[config.mk]
export PLATFORM = sky130hd
export DESIGN_NAME = pow8_rr_sched_flat
export DESIGN_NICKNAME = d
export VERILOG_FILES = /design/src/rtl/pow8_rr_sched_pkg.sv /design/src/rtl/pow8_rr_sched_if.sv /design/src/rtl/pow8_tag_fifo.sv /design/src/rtl/pow8_rr_sched.sv /design/src/flat_wrapper.sv
export SDC_FILE = /design/constraint.sdc
export NUM_CORES = 1
export LEC_CHECK = 0
export BUFFER_PORTS_ARGS = -buffer_cell sky130_fd_sc_hd__buf_2
export CORE_AREA = 2 2 125 127
export DETAILED_ROUTE_END_ITERATION = 7
export DIE_AREA = 0 0 127 129
export GPL_ROUTABILITY_DRIVEN = 0
export GPL_TIMING_DRIVEN = 0
export SYNTH_ARGS = -nofsm -noshare
export SYNTH_HDL_FRONTEND = slang
export SYNTH_SLANG_ARGS = --single-unit
[constraint.sdc]
create_clock -name clk -period 9.9 [get_ports clk]
set_clock_uncertainty 0.05 [all_clocks]
set_input_delay 2.475 -clock clk [delete_from_list [all_inputs] [get_ports clk]]
set_output_delay 2.475 -clock clk [all_outputs]
set_load 0.1 [all_outputs]
[src/rtl/pow8_rr_sched_pkg.sv]
// Shared defaults and lock-FSM encoding for the pow8 round-robin scheduler.
package pow8_rr_sched_pkg;

    localparam int unsigned NUM_REQ_D = 4;
    localparam int unsigned ID_W_D    = 2;
    localparam int unsigned DW_IN_D   = 32;
    localparam int unsigned DW_OUT_D  = 64;
    localparam int unsigned MAX_OUT_D = 8;

    typedef enum logic {
        UNLOCKED = 1'b0,
        LOCKED   = 1'b1
    } lock_state_e;

endpackage

[src/rtl/pow8_rr_sched_if.sv]
// Requester, engine and response handshake bundle; slave is the scheduler side.
interface pow8_rr_sched_if
    import pow8_rr_sched_pkg::*;
#(
    parameter int unsigned NUM_REQ = NUM_REQ_D,
    parameter int unsigned ID_W    = ID_W_D,
    parameter int unsigned DW_IN   = DW_IN_D,
    parameter int unsigned DW_OUT  = DW_OUT_D
) ();

    logic [NUM_REQ-1:0]       req_valid;
    logic [NUM_REQ-1:0]       req_ready;
    logic [NUM_REQ*DW_IN-1:0] req_data;
    logic                     eng_valid;
    logic                     eng_ready;
    logic [DW_IN-1:0]         eng_data;
    logic                     res_valid;
    logic                     res_ready;
    logic [DW_OUT-1:0]        res_data;
    logic [NUM_REQ-1:0]       rsp_valid;
    logic [NUM_REQ-1:0]       rsp_ready;
    logic [DW_OUT-1:0]        rsp_data;
    logic [ID_W-1:0]          rsp_id;

    modport master (
        output req_valid, req_data, eng_ready, res_valid, res_data, rsp_ready,
        input  req_ready, eng_valid, eng_data, res_ready, rsp_valid, rsp_data, rsp_id
    );

    modport slave (
        input  req_valid, req_data, eng_ready, res_valid, res_data, rsp_ready,
        output req_ready, eng_valid, eng_data, res_ready, rsp_valid, rsp_data, rsp_id
    );

endinterface

[src/rtl/pow8_tag_fifo.sv]
// In-order tag FIFO holding the requester ID of every in-flight transaction.
module pow8_tag_fifo
    import pow8_rr_sched_pkg::*;
#(
    parameter int unsigned W     = ID_W_D,
    parameter int unsigned DEPTH = MAX_OUT_D
) (
    input  logic                       clk,
    input  logic                       reset_n,
    input  logic                       push,
    input  logic                       pop,
    input  logic [W-1:0]               din,
    output logic [W-1:0]               dout,
    output logic                       full,
    output logic                       empty,
    output logic [$clog2(DEPTH):0]     count
);

    localparam int unsigned PW = $clog2(DEPTH);
    localparam int unsigned CW = PW + 1;

    logic [W-1:0]  mem [DEPTH];
    logic [PW-1:0] wr_ptr;
    logic [PW-1:0] rd_ptr;
    logic [CW-1:0] cnt;
    logic          do_push;
    logic          do_pop;

    assign do_push = push & ~full;
    assign do_pop  = pop & ~empty;

    // Power-of-two depth lets the pointers wrap by natural overflow.
    always_ff @(posedge clk or negedge reset_n) begin
        if (!reset_n) begin
            wr_ptr <= '0;
            rd_ptr <= '0;
            cnt    <= '0;
        end else begin
            if (do_push) wr_ptr <= wr_ptr + 1'b1;
            if (do_pop)  rd_ptr <= rd_ptr + 1'b1;
            case ({do_push, do_pop})
                2'b10:   cnt <= cnt + 1'b1;
                2'b01:   cnt <= cnt - 1'b1;
                default: cnt <= cnt;
            endcase
        end
    end

    always_ff @(posedge clk) begin
        if (do_push) mem[wr_ptr] <= din;
    end

    assign dout  = mem[rd_ptr];
    assign full  = (cnt == CW'(DEPTH));
    assign empty = (cnt == '0);
    assign count = cnt;

endmodule

[src/rtl/pow8_rr_sched.sv]
// Round-robin scheduler sharing one in-order pow8 engine among NUM_REQ requesters.
module pow8_rr_sched
    import pow8_rr_sched_pkg::*;
#(
    parameter int unsigned NUM_REQ = NUM_REQ_D,
    parameter int unsigned ID_W    = ID_W_D,
    parameter int unsigned DW_IN   = DW_IN_D,
    parameter int unsigned DW_OUT  = DW_OUT_D,
    parameter int unsigned MAX_OUT = MAX_OUT_D
) (
    input  logic                     clk,
    input  logic                     reset_n,
    pow8_rr_sched_if.slave           bus,
    output logic [$clog2(MAX_OUT):0] outstanding,
    output logic                     err_underflow
);

    lock_state_e     state;
    lock_state_e     state_nxt;
    logic [ID_W-1:0] lock_id;
    logic [ID_W-1:0] rr_ptr;
    logic [ID_W-1:0] arb_grant;
    logic [ID_W-1:0] grant;
    logic [ID_W-1:0] head;
    logic [ID_W:0]   idx;
    logic            found;
    logic            any_req;
    logic            can_issue;
    logic            issue;
    logic            pop;
    logic            fifo_full;
    logic            fifo_empty;
    logic            nonempty;

    // Rotating priority search starting at rr_ptr.
    always_comb begin
        arb_grant = '0;
        found     = 1'b0;
        idx       = '0;
        for (int unsigned k = 0; k < NUM_REQ; k++) begin
            idx = {1'b0, rr_ptr} + (ID_W+1)'(k);
            if (idx >= (ID_W+1)'(NUM_REQ)) idx = idx - (ID_W+1)'(NUM_REQ);
            if (!found && bus.req_valid[idx[ID_W-1:0]]) begin
                found     = 1'b1;
                arb_grant = idx[ID_W-1:0];
            end
        end
    end

    assign any_req   = |bus.req_valid;
    assign can_issue = ~fifo_full;
    assign grant     = (state == LOCKED) ? lock_id : arb_grant;
    assign issue     = bus.eng_valid & bus.eng_ready;

    always_comb begin
        bus.eng_valid = (any_req | (state == LOCKED)) & can_issue;
        bus.eng_data  = '0;
        bus.req_ready = '0;
        for (int unsigned i = 0; i < NUM_REQ; i++) begin
            if (grant == ID_W'(i)) begin
                bus.eng_data     = bus.req_data[i*DW_IN +: DW_IN];
                bus.req_ready[i] = bus.eng_valid & bus.eng_ready;
            end
        end
    end

    always_comb begin
        state_nxt = state;
        case (state)
            UNLOCKED: if (bus.eng_valid & ~bus.eng_ready) state_nxt = LOCKED;
            LOCKED:   if (issue)                          state_nxt = UNLOCKED;
            default:  state_nxt = UNLOCKED;
        endcase
    end

    always_ff @(posedge clk or negedge reset_n) begin
        if (!reset_n) begin
            state         <= UNLOCKED;
            lock_id       <= '0;
            rr_ptr        <= '0;
            err_underflow <= 1'b0;
        end else begin
            state <= state_nxt;
            if (state == UNLOCKED && state_nxt == LOCKED) lock_id <= grant;
            if (issue) rr_ptr <= (grant == ID_W'(NUM_REQ-1)) ? '0 : grant + 1'b1;
            if (bus.res_valid & ~nonempty) err_underflow <= 1'b1;
        end
    end

    pow8_tag_fifo #(
        .W     (ID_W),
        .DEPTH (MAX_OUT)
    ) u_tag_fifo (
        .clk     (clk),
        .reset_n (reset_n),
        .push    (issue),
        .pop     (pop),
        .din     (grant),
        .dout    (head),
        .full    (fifo_full),
        .empty   (fifo_empty),
        .count   (outstanding)
    );

    assign nonempty = ~fifo_empty;

    // Return path: only the requester at the FIFO head sees the result.
    always_comb begin
        bus.rsp_valid = '0;
        bus.res_ready = 1'b0;
        for (int unsigned i = 0; i < NUM_REQ; i++) begin
            if (head == ID_W'(i)) begin
                bus.rsp_valid[i] = bus.res_valid & nonempty;
                bus.res_ready    = bus.rsp_ready[i] & nonempty;
            end
        end
    end

    assign bus.rsp_data = bus.res_data;
    assign bus.rsp_id   = head;
    assign pop          = bus.res_valid & bus.res_ready;

endmodule

[src/flat_wrapper.sv]
// flat-port wrapper written by rule: the top's interface ports become plain ports
module pow8_rr_sched_flat import pow8_rr_sched_pkg::*;
#(
    parameter int unsigned NUM_REQ = NUM_REQ_D,
    parameter int unsigned ID_W    = ID_W_D,
    parameter int unsigned DW_IN   = DW_IN_D,
    parameter int unsigned DW_OUT  = DW_OUT_D,
    parameter int unsigned MAX_OUT = MAX_OUT_D
)
  (clk, reset_n, outstanding, err_underflow, bus_req_valid, bus_req_data, bus_eng_ready, bus_res_valid, bus_res_data, bus_rsp_ready, bus_req_ready, bus_eng_valid, bus_eng_data, bus_res_ready, bus_rsp_valid, bus_rsp_data, bus_rsp_id);
  pow8_rr_sched_if #(.NUM_REQ(NUM_REQ), .ID_W(ID_W), .DW_IN(DW_IN), .DW_OUT(DW_OUT)) bus_i ();
  input  logic clk;
  input  logic reset_n;
  output logic [$clog2(MAX_OUT):0] outstanding;
  output logic err_underflow;
  input wire logic [$bits(bus_i.req_valid)-1:0] bus_req_valid;
  input wire logic [$bits(bus_i.req_data)-1:0] bus_req_data;
  input wire logic [$bits(bus_i.eng_ready)-1:0] bus_eng_ready;
  input wire logic [$bits(bus_i.res_valid)-1:0] bus_res_valid;
  input wire logic [$bits(bus_i.res_data)-1:0] bus_res_data;
  input wire logic [$bits(bus_i.rsp_ready)-1:0] bus_rsp_ready;
  output wire logic [$bits(bus_i.req_ready)-1:0] bus_req_ready;
  output wire logic [$bits(bus_i.eng_valid)-1:0] bus_eng_valid;
  output wire logic [$bits(bus_i.eng_data)-1:0] bus_eng_data;
  output wire logic [$bits(bus_i.res_ready)-1:0] bus_res_ready;
  output wire logic [$bits(bus_i.rsp_valid)-1:0] bus_rsp_valid;
  output wire logic [$bits(bus_i.rsp_data)-1:0] bus_rsp_data;
  output wire logic [$bits(bus_i.rsp_id)-1:0] bus_rsp_id;
  assign bus_i.req_valid = bus_req_valid;
  assign bus_i.req_data = bus_req_data;
  assign bus_i.eng_ready = bus_eng_ready;
  assign bus_i.res_valid = bus_res_valid;
  assign bus_i.res_data = bus_res_data;
  assign bus_i.rsp_ready = bus_rsp_ready;
  assign bus_req_ready = bus_i.req_ready;
  assign bus_eng_valid = bus_i.eng_valid;
  assign bus_eng_data = bus_i.eng_data;
  assign bus_res_ready = bus_i.res_ready;
  assign bus_rsp_valid = bus_i.rsp_valid;
  assign bus_rsp_data = bus_i.rsp_data;
  assign bus_rsp_id = bus_i.rsp_id;
  pow8_rr_sched #(.NUM_REQ(NUM_REQ), .ID_W(ID_W), .DW_IN(DW_IN), .DW_OUT(DW_OUT), .MAX_OUT(MAX_OUT)) u_core (.clk(clk), .reset_n(reset_n), .bus(bus_i), .outstanding(outstanding), .err_underflow(err_underflow));
endmodule
# == Word level (Yosys, flattened, before mapping) ==
# Memory sizes are Yosys's and may differ from the RTL's.
# Cells that the tools add are included.
# op_classes
add_sub_neg,12
magnitude_cmp,8
eq_ne,9
mux,43
n_bitwise,17
n_reduce_logical,12
# ops
op,n
$mux W32,4
$mux W1,23
$mux W2,10
$and A1 B1 Y1,12
$lt A2 B3 Y1 const B,4
$eq A2 B2 Y1 const B,5
$ge A3 B3 Y1 const B,3
$bmux W1 S2,4
$pmux W4 S2,1
$sub A2 B1 Y2 const B,4
$add A2 B2 Y3 const B,2
$add A3 B1 Y3 const B,2
$eq A2 B1 Y1 const B,3
$add A4 B1 Y4 const B,1
$eq A4 B4 Y1 const B,1
$logic_and A1 B1 Y1,4
$logic_not A2 Y1,2
$logic_not A4 Y1,1
$not A1 Y1,4
$reduce_or A4 Y1,1
$sub A4 B1 Y4 const B,1
$add A2 B1 Y3 const B,1
$ge A2 B3 Y1 const B,1
$logic_not A1 Y1,3
other kinds (4),4
# totals
register_bits,16
mem_bits_rw,16
output_inout_bits,113
n_memories,1
# mem_list
memory,words,word_bits,read_ports,rd_ports_with_merged_regs,wr,line,text
u_core.u_tag_fifo.mem,8,2,1,0,1,pow8_tag_fifo.sv:22,logic [W-1:0] mem [DEPTH];

# == Logic depth before layout (Yosys ltp) ==
# Gate-level depths: netlist of the first run.
# depth
word_depth,20
depth_mapped,12

# == By module ==
# A second synthesis of the first run with hierarchy kept.
# hier_totals
hier_cells,362
area_unflattened_um2,3243.1
# modules_own_cells
module,instances,cells_per_inst,area_per_inst_um2
pow8_rr_sched,1,272,1981.9
pow8_tag_fifo,1,90,1261.2

# == Worst setup path after synthesis of the first run ==
# No wires, ideal clock.
# synth_path
path_type,input port to output port
from,input bus_req_valid[0]
to,output bus_eng_data[0]
arrival_time_ns,5.580
slack_ns,1.795
cell_stages,10
path_buffers,2
path_cell_list,nand2b_1 > a21oi_1 > o21ai_1 > a221oi_1 > a21o_1 > ha_1 > clkbuf_1 > clkbuf_1 > a21oi_1 > o21ai_1
# synth_between
elab_chain_cells,18
# synth_rtl
element,line,text
"start, declared",flat_wrapper.sv:16,input wire logic [$bits(bus_i.req_valid)-1:0] bus_req_valid;
$bmux W1 S2,pow8_rr_sched.sv:43,if (!found && bus.req_valid[idx[ID_W-1:0]]) begin
$mux W1 (not written as such),pow8_rr_sched.sv:43,
$mux W1,pow8_rr_sched.sv:43,
$logic_not A1 Y1,pow8_rr_sched.sv:43,
$logic_and A1 B1 Y1,pow8_rr_sched.sv:43,
$mux W1,pow8_rr_sched.sv:43,
$logic_not A1 Y1,pow8_rr_sched.sv:43,
$logic_and A1 B1 Y1,pow8_rr_sched.sv:43,
$mux W1,pow8_rr_sched.sv:43,
$logic_not A1 Y1,pow8_rr_sched.sv:43,
$logic_and A1 B1 Y1,pow8_rr_sched.sv:43,
$mux W2 *,pow8_rr_sched.sv:43,
$mux W2 *,pow8_rr_sched.sv:52,assign grant = (state == LOCKED) ? lock_id : arb_grant;
named net u_core.grant[1],pow8_rr_sched.sv:23,logic [ID_W-1:0] grant;
$logic_not A2 Y1,pow8_rr_sched.sv:60,if (grant == ID_W'(i)) begin
$mux W32 (3 in a row),pow8_rr_sched.sv:60,
$mux W32 *,pow8_rr_sched.sv:60,
"end, declared",flat_wrapper.sv:24,output wire logic [$bits(bus_i.eng_data)-1:0] bus_eng_data;
# Mark *: on every way through the listed nets, which the timed path passes. The rest lies on a longest branch. The select of a mux whose other input is x is not followed.

# == Final worst setup path of the first run ==
# layout_path
from,input bus_req_valid[0]
to,output bus_eng_data[19]
# Same word-level chain as after synthesis.

==> results of run 1 <==
-- how the worst max path moves through the flow --
stage	start	to	slack, ns	cells after the start
floorplan	bus_req_valid[0]	bus_eng_data[0]	1.79	10
global placement	bus_req_valid[0]	bus_eng_data[19]	1.59	12
detailed placement	bus_req_valid[0]	bus_eng_data[0]	1.62	12
CTS	bus_req_valid[0]	bus_eng_data[0]	1.61	12
global route	bus_req_valid[0]	bus_eng_data[24]	1.34	12
finish	bus_req_valid[0]	bus_eng_data[19]	1.67	12
-- cells in the mapped netlist (3+ instances only) --
cell | number | area (µm²)
a21oi_1 | 65 | 325
a22oi_1 | 4 | 30.0
and3_1 | 4 | 25.0
buf_1 | 3 | 11.3
buf_4 | 64 | 480
clkbuf_1 | 23 | 86.3
dfrtp_1 | 16 | 400
edfxtp_1 | 16 | 480
ha_1 | 9 | 113
inv_1 | 9 | 33.8
mux2_2 | 3 | 33.8
mux2_4 | 4 | 60.1
nand2_1 | 75 | 282
nand3b_1 | 30 | 225
nor2_1 | 11 | 41.3
nor2b_1 | 3 | 18.8
nor3_1 | 4 | 20.0
nor3b_1 | 3 | 22.5
o21ai_1 | 35 | 175
xnor2_1 | 4 | 35.0
xor2_1 | 4 | 35.0
-- flip-flops by register name (all words and copies together) (netlist names) --
register                  count
u_core.err_underflow          1
u_core.lock_id                2
u_core.rr_ptr                 2
u_core.state                  1
u_core.u_tag_fifo.count       4
u_core.u_tag_fifo.mem        16
u_core.u_tag_fifo.rd_ptr      3
u_core.u_tag_fifo.wr_ptr      3
-- area by class of cell --
cell class | instances | area [µm²]
Fill cell | 1660 | 10100
Multi-Input combinational cell | 286 | 1740
Tap cell | 188 | 235
Timing Repair Buffer | 252 | 1260
Clock buffer | 5 | 125
Antenna cell | 4 | 10.0
Buffer | 92 | 594
Clock inverter | 3 | 13.8
Inverter | 10 | 37.5
Sequential cell | 32 | 881
-- logic make-up (layout without fill, tap and decap cells) --
kind of cell               after synthesis  in the layout  synth area share (%)
DFF                                     32             32                  27.0
AOI/OAI and AO/OA                      113            113                  18.4
and+or+nand+nor                        141            141                  22.1
xor gates and xnor gates                 8              8                  2.15
buffers and inverters                  102            362                  19.4
muxes                                   14             14                  6.88
other                                    0              4                     0
adders and majority gates               10             10                  4.07
-- metal layers --
layer | track usage, % | vias up | share of wire (%)
li1 | - | 1915 | -
met1 | 17.0 | 1682 | 43
met2 | 23.3 | 190 | 49
met3 | 2.54 | 17 | 6.8
met4 | 3.75 | 0 | 1.8
met5 | 0 | - | 0
-- layout by cell type, fill, tap and decap left out, types with 4 or more instances in the layout --
| master | synthesis | layout |
|---|---|---|
| buf_2 | 0 | 252 |
| nand2_1 | 75 | 75 |
| a21oi_1 | 65 | 65 |
| buf_4 | 64 | 64 |
| o21ai_1 | 35 | 35 |
| nand3b_1 | 30 | 30 |
| clkbuf_1 | 23 | 23 |
| dfrtp_1 | 16 | 16 |
| edfxtp_1 | 16 | 16 |
| nor2_1 | 11 | 11 |
| inv_1 | 9 | 9 |
| ha_1 | 9 | 9 |
| clkbuf_16 | 0 | 5 |
| diode_2 | 0 | 4 |
| mux2_4 | 4 | 4 |
| nor3_1 | 4 | 4 |
| a22oi_1 | 4 | 4 |
| and3_1 | 4 | 4 |
| xnor2_1 | 4 | 4 |
| xor2_1 | 4 | 4 |
-- stage by stage --
step	setup WS, ns	util, %	instance area, µm²
2_1_floorplan	1.79	-	3260
3_3_place_gp	1.59	31.7	4750
3_5_place_dp	1.62	31.7	4750
4_1_cts	1.61	32.7	4890
5_1_grt	1.34	32.7	4900
6_report	1.67	32.7	4900
==> results.md, run 1 <==
- DRC: 0
- Vias: 3804
- Critical path's slowest cell: clkbuf_1
- Number of max-cap violations: 0
- # IOs: 317
- Routed wire length: 12.0 mm
- Rows: 45
- Synthesis-to-layout area growth: 50.5%
- Async set-reset flop share out of synthesis: 50.0%
- Setup TNS Final: 0 ns
- WHS Path Cells: 1
- GRT Util Overall: 13.4%
- Worst path bufs/invs: 4
- Hold endpoint: u_core.err_underflow
- Die area: 0.0164 mm²
- DRT antenna net count: 0
- Average wire per standard cell: 13.8 µm
- IO Port Bufs: 252
- Final Hold Vio Count: 0
- Syn. warnings: 0
- Hpwl dp: 9.98 mm
- Worst r2r src: u_core.u_tag_fifo.rd_ptr[0]
- Status: completed
- CP startpoint kind: input pin
- Pin count of the biggest net entering global routing: 17
- Final Max Slew Viols: 0
- Worst Hold Launch: u_core.err_underflow
- Post-Syn Instances: 420
- Synthesized area per cell: 7.75 µm²
- Slew HR: 54.3%
- GR Overflow Total: 0
- DP Cell Count: 860
- RR Endpoint: u_core.u_tag_fifo.count[3]
- Vias per cell: 4.36
- Cells on worst reg2reg path: 12
- Final critical-path share of the clock period: 83.1%
- Clock Latency Late Sink: 0.27 ns
- Worst-path clk slew: 0.05 ns
- Synthesized flop and latch total: 32
- Final Critical Period: 8.23 ns
- CP Cell Sequence: buf_2 -> nand2b_1 -> a21oi_1 -> o21ai_1 -> a221oi_1 -> a21o_1 -> ha_1 -> clkbuf_1 -> clkbuf_1 -> a21oi_1 -> o21ai_1 -> buf_2
- Starting Density: 21.7%
- Clk buf depth: 2
- Vias in the first global route: 3503
- CP Capture Type: output pin
- Critical path required time: 7.38 ns
- Post-CTS sizing: 0
- Hold Buf Count CTS: 0
- Initial antenna violation count: 3
- H-Tree Depth: 2
- Synthesized Nets: 634
- Worst hold path class: reg -> reg
- Chip Height: 129 µm
- First-pass iteration count of the detailed router: 6
- Hold slack: 0.438 ns
- CP top delay family: buffers and inverters
- Sequential share of the synthesized area: 27.0%
- CTS Buf Count: 5
- Synth unique cells: 44
- Core area: 0.0150 mm²
- Setup CP Type: in -> out
- Slowest stage delay, CP: 0.49 ns
- Worst R2R Setup Slack: 6.55 ns
- First-pass GRT wire length: 17.5 mm
- Worst Tran Pin Value: 0.686 ns
- Max Clock Freq: 122 MHz
- Die X: 127 µm
- Setup Buffers After CTS: 0
- Clk sinks: 32
- CTS tree: yes
- Crit-path max FO: 10
- CTS root buffer: clkbuf_16
- Mapped Area: 0.00326 mm²
- Final std cells w/o fill: 872
- NumNets Final: 893
- Initial DRC count: 111
- Unrepaired setup endpoints after global routing: no
- Critical path arrival: 5.71 ns
- Fraction of layout cells with a size suffix above 1: 49.6%
- Number of synthesized flops with an enable pin: 16
- Primary FF master, synth: edfxtp_1
- Finish-stage setup viols: 0
Power of run 1 is not shown: default switching activity piles up to over one toggle a cycle in this logic, so the estimate is an artifact.
==> run 2, diff against run 1 <==
--- a/config.mk
+++ b/config.mk
@@ -5,10 +5,11 @@
 export SDC_FILE = /design/constraint.sdc
 export NUM_CORES = 1
 export LEC_CHECK = 0
+export ABC_AREA = 1
 export BUFFER_PORTS_ARGS = -buffer_cell sky130_fd_sc_hd__buf_2
-export CORE_AREA = 2 2 125 127
+export CORE_AREA = 2 2 122 124
 export DETAILED_ROUTE_END_ITERATION = 7
-export DIE_AREA = 0 0 127 129
+export DIE_AREA = 0 0 124 126
 export GPL_ROUTABILITY_DRIVEN = 0
 export GPL_TIMING_DRIVEN = 0
 export SYNTH_ARGS = -nofsm -noshare
==> constraint.sdc (replaced) <==
create_clock -name clk -period 7.1 [get_ports clk]
set_clock_uncertainty 0.05 [all_clocks]
set_input_delay 1.775 -clock clk [delete_from_list [all_inputs] [get_ports clk]]
set_output_delay 1.775 -clock clk [all_outputs]
set_load 0.1 [all_outputs]
==> results.md, run 2 <==
- Status: completed
- H-Tree Depth: 2
- Async set-reset flop share out of synthesis: 50.0%
- Compound-Gate Fraction of Synth Area: 17.9%
- Vias: 4008
- Post-Syn Instances: 469
- Crit-path max FO: 11
- Cell type with the largest total area after synthesis: buf_4
- Slowest stage delay, CP: 0.61 ns
- Number of max-cap violations: 0
- Critical path arrival: 4.88 ns
- Setup CP Type: in -> out
- Synth unique cells: 32
- Post-synthesis simple-gate area fraction: 28.6%
- Worst-path clk slew: 0.05 ns
- Final Critical Period: 6.71 ns
- Routed wire length: 12.1 mm
- CTS tree: yes
- Initial DRC count: 81
- Hold endpoint: u_core.err_underflow
- Setup TNS Final: 0 ns
- Fraction of layout cells with a size suffix above 1: 54.0%
- Hold slack: 0.421 ns
- First-pass iteration count of the detailed router: 4
- Die area: 0.0156 mm²
- NumNets Final: 941
- Chip Height: 126 µm
- Max Clock Freq: 149 MHz
- Critical path required time: 5.28 ns
- # diodes: 0
- CTS root buffer: clkbuf_16
- Worst r2r src: u_core.u_tag_fifo.rd_ptr[0]
- Final critical-path share of the clock period: 94.5%
- DRC: 0
- RR Endpoint: u_core.u_tag_fifo.count[3]
- DRT antenna net count: 0
- Average wire per standard cell: 13.3 µm
- CP Cell Sequence: buf_2 -> inv_1 -> nand2_1 -> nand3_1 -> nand2_2 -> inv_1 -> o21ai_1 -> nand3_2 -> nand3_2 -> nand2_2 -> inv_1 -> ha_1 -> clkbuf_1 -> nand2_1 -> o31ai_2 -> buf_2
- GRT Util Overall: 14.7%
- Final Util: 35.9%
- Combinational family with the most area after synthesis: simple AND/OR/NAND/NOR gates
- Crit-path most repeated cell: inv_1
- Number of synthesized flops with an enable pin: 16
- Most common cell in the netlist: nand2_1
- CP startpoint kind: input pin
- Clock Latency Late Sink: 0.27 ns
- Adder-cell share of the synthesized area: 3.96%
- GR Overflow Total: 0
- Mux contribution to synthesized area: 0%
- Largest register FFs: 16
- Largest reg by FF count: u_core.u_tag_fifo.mem
- Die X: 124 µm
- CTS Buf Count: 5
- Cells on worst reg2reg path: 22
- Hpwl dp: 10.1 mm
- Final Hold Vio Count: 0
- Worst Hold Launch: u_core.err_underflow
- Placement Cell Area: 0.00500 mm²
- Post-Synth XOR/XNOR Area: 1.31%
- Worst hold path class: reg -> reg
- CP Launch Point: bus_req_valid[2]
- Commonest non-fill, non-tap cell in the layout: buf_2
- Final Max Slew Viols: 0
- Synthesized area per cell: 7.14 µm²
- Pin count of the biggest net entering global routing: 17
- Core area: 0.0143 mm²
- Setup Buffers After CTS: 0
- Top post-synthesis cells by count: nand2_1 (106), buf_4 (65), nor2_1 (62), inv_1 (36)
- Starting Density: 23.4%
- CP Capture Type: output pin
- Initial antenna violation count: 2
- # IOs: 317
- Synth top area cells: buf_4 (15%), edfxtp_1 (14%), dfrtp_1 (12%), nand2_1 (12%), a221oi_1 (8.4%)
- Syn. warnings: 0
- Yosys top cell area share: 14.6%
- Vias per cell: 4.39
- WHS Path Cells: 1
- First-pass GRT wire length: 18.5 mm
- Highest-count cells in the layout ignoring fill and taps: buf_2 (255), nand2_1 (106), buf_4 (65)
- Worst R2R Setup Slack: 4.34 ns
- Clk sinks: 32
- Finish-stage setup viols: 0
- Worst Tran Pin Value: 0.789 ns
- Primary FF master, synth: edfxtp_1
- Mapped Area: 0.00335 mm²
- IO Port Bufs: 252
- Slew HR: 47.4%
- Synthesized Nets: 683
- Hold Buf Count CTS: 0
- Synthesized flop and latch total: 32
- Unrepaired setup endpoints after global routing: no
- Synthesis-to-layout area growth: 53.6%
- Critical path's slowest cell: clkbuf_1
- Clk buf depth: 2
- Sequential share of the synthesized area: 26.3%
- Final Cell Area: 0.00514 mm²
- Vias in the first global route: 3780
- Rows: 44
-- run 2: metal layers --
layer	part of all wire [%]	wire length, µm	global-route usage, %
met5	0	0	0
met4	0.97	118	2.71
met3	8.5	1030	2.72
met2	49	5960	26.1
met1	41	5000	18.5
-- run 2: cell families (layout without fill, tap and decap cells) --
family                     count (synthesis)  after routing
and+or+nand+nor                          217            217
xor gates and xnor gates                   5              5
buffers and inverters                    127            386
AOI/OAI and AO/OA                         78             78
adders and majority gates                 10             10
DFF                                       32             32
-- run 2: per-stage QoR --
stage	worst slack (ns)	instances
3_5_place_dp	0.239	905
2_1_floorplan	0.453	469
3_3_place_gp	0.185	905
6_report	0.390	912
4_1_cts	0.216	913
5_1_grt	0.0795	912
-- run 2: cell type report --
| class | count | area [µm²] |
|---|---|---|
| clock buffer | 5 | 125 |
| buffer | 86 | 578 |
| fill | 1566 | 9170 |
| tap | 184 | 230 |
| timing repair buffer | 252 | 1260 |
| multi-input combinational | 310 | 1900 |
| sequential | 32 | 881 |
| inverter | 40 | 153 |
| clock inverter | 3 | 18.8 |
-- run 2: repair_timing --
item                       in CTS  in global routing
setup endpoints to repair       0                  1
hold endpoints to repair        0                  0
gates resized for setup         0                  1
-- run 2: critical path, delay by kind of cell --
family          cells  cell delay, ns
fa+ha+maj           1            0.58
compound gates      2            0.22
simple gates        7            0.73
buf+inv             6            1.58
-- run 2: worst max path at each step --
stage | end | slack [ns] | cells past startpoint
global route | bus_eng_data[29] | 0.08 | 17
floorplan | bus_eng_data[0] | 0.45 | 16
finish | bus_eng_data[28] | 0.39 | 16
global placement | bus_eng_data[29] | 0.19 | 17
CTS | bus_eng_data[29] | 0.22 | 17
detailed placement | bus_eng_data[29] | 0.24 | 17
Power of run 2 is left out for the same reason.
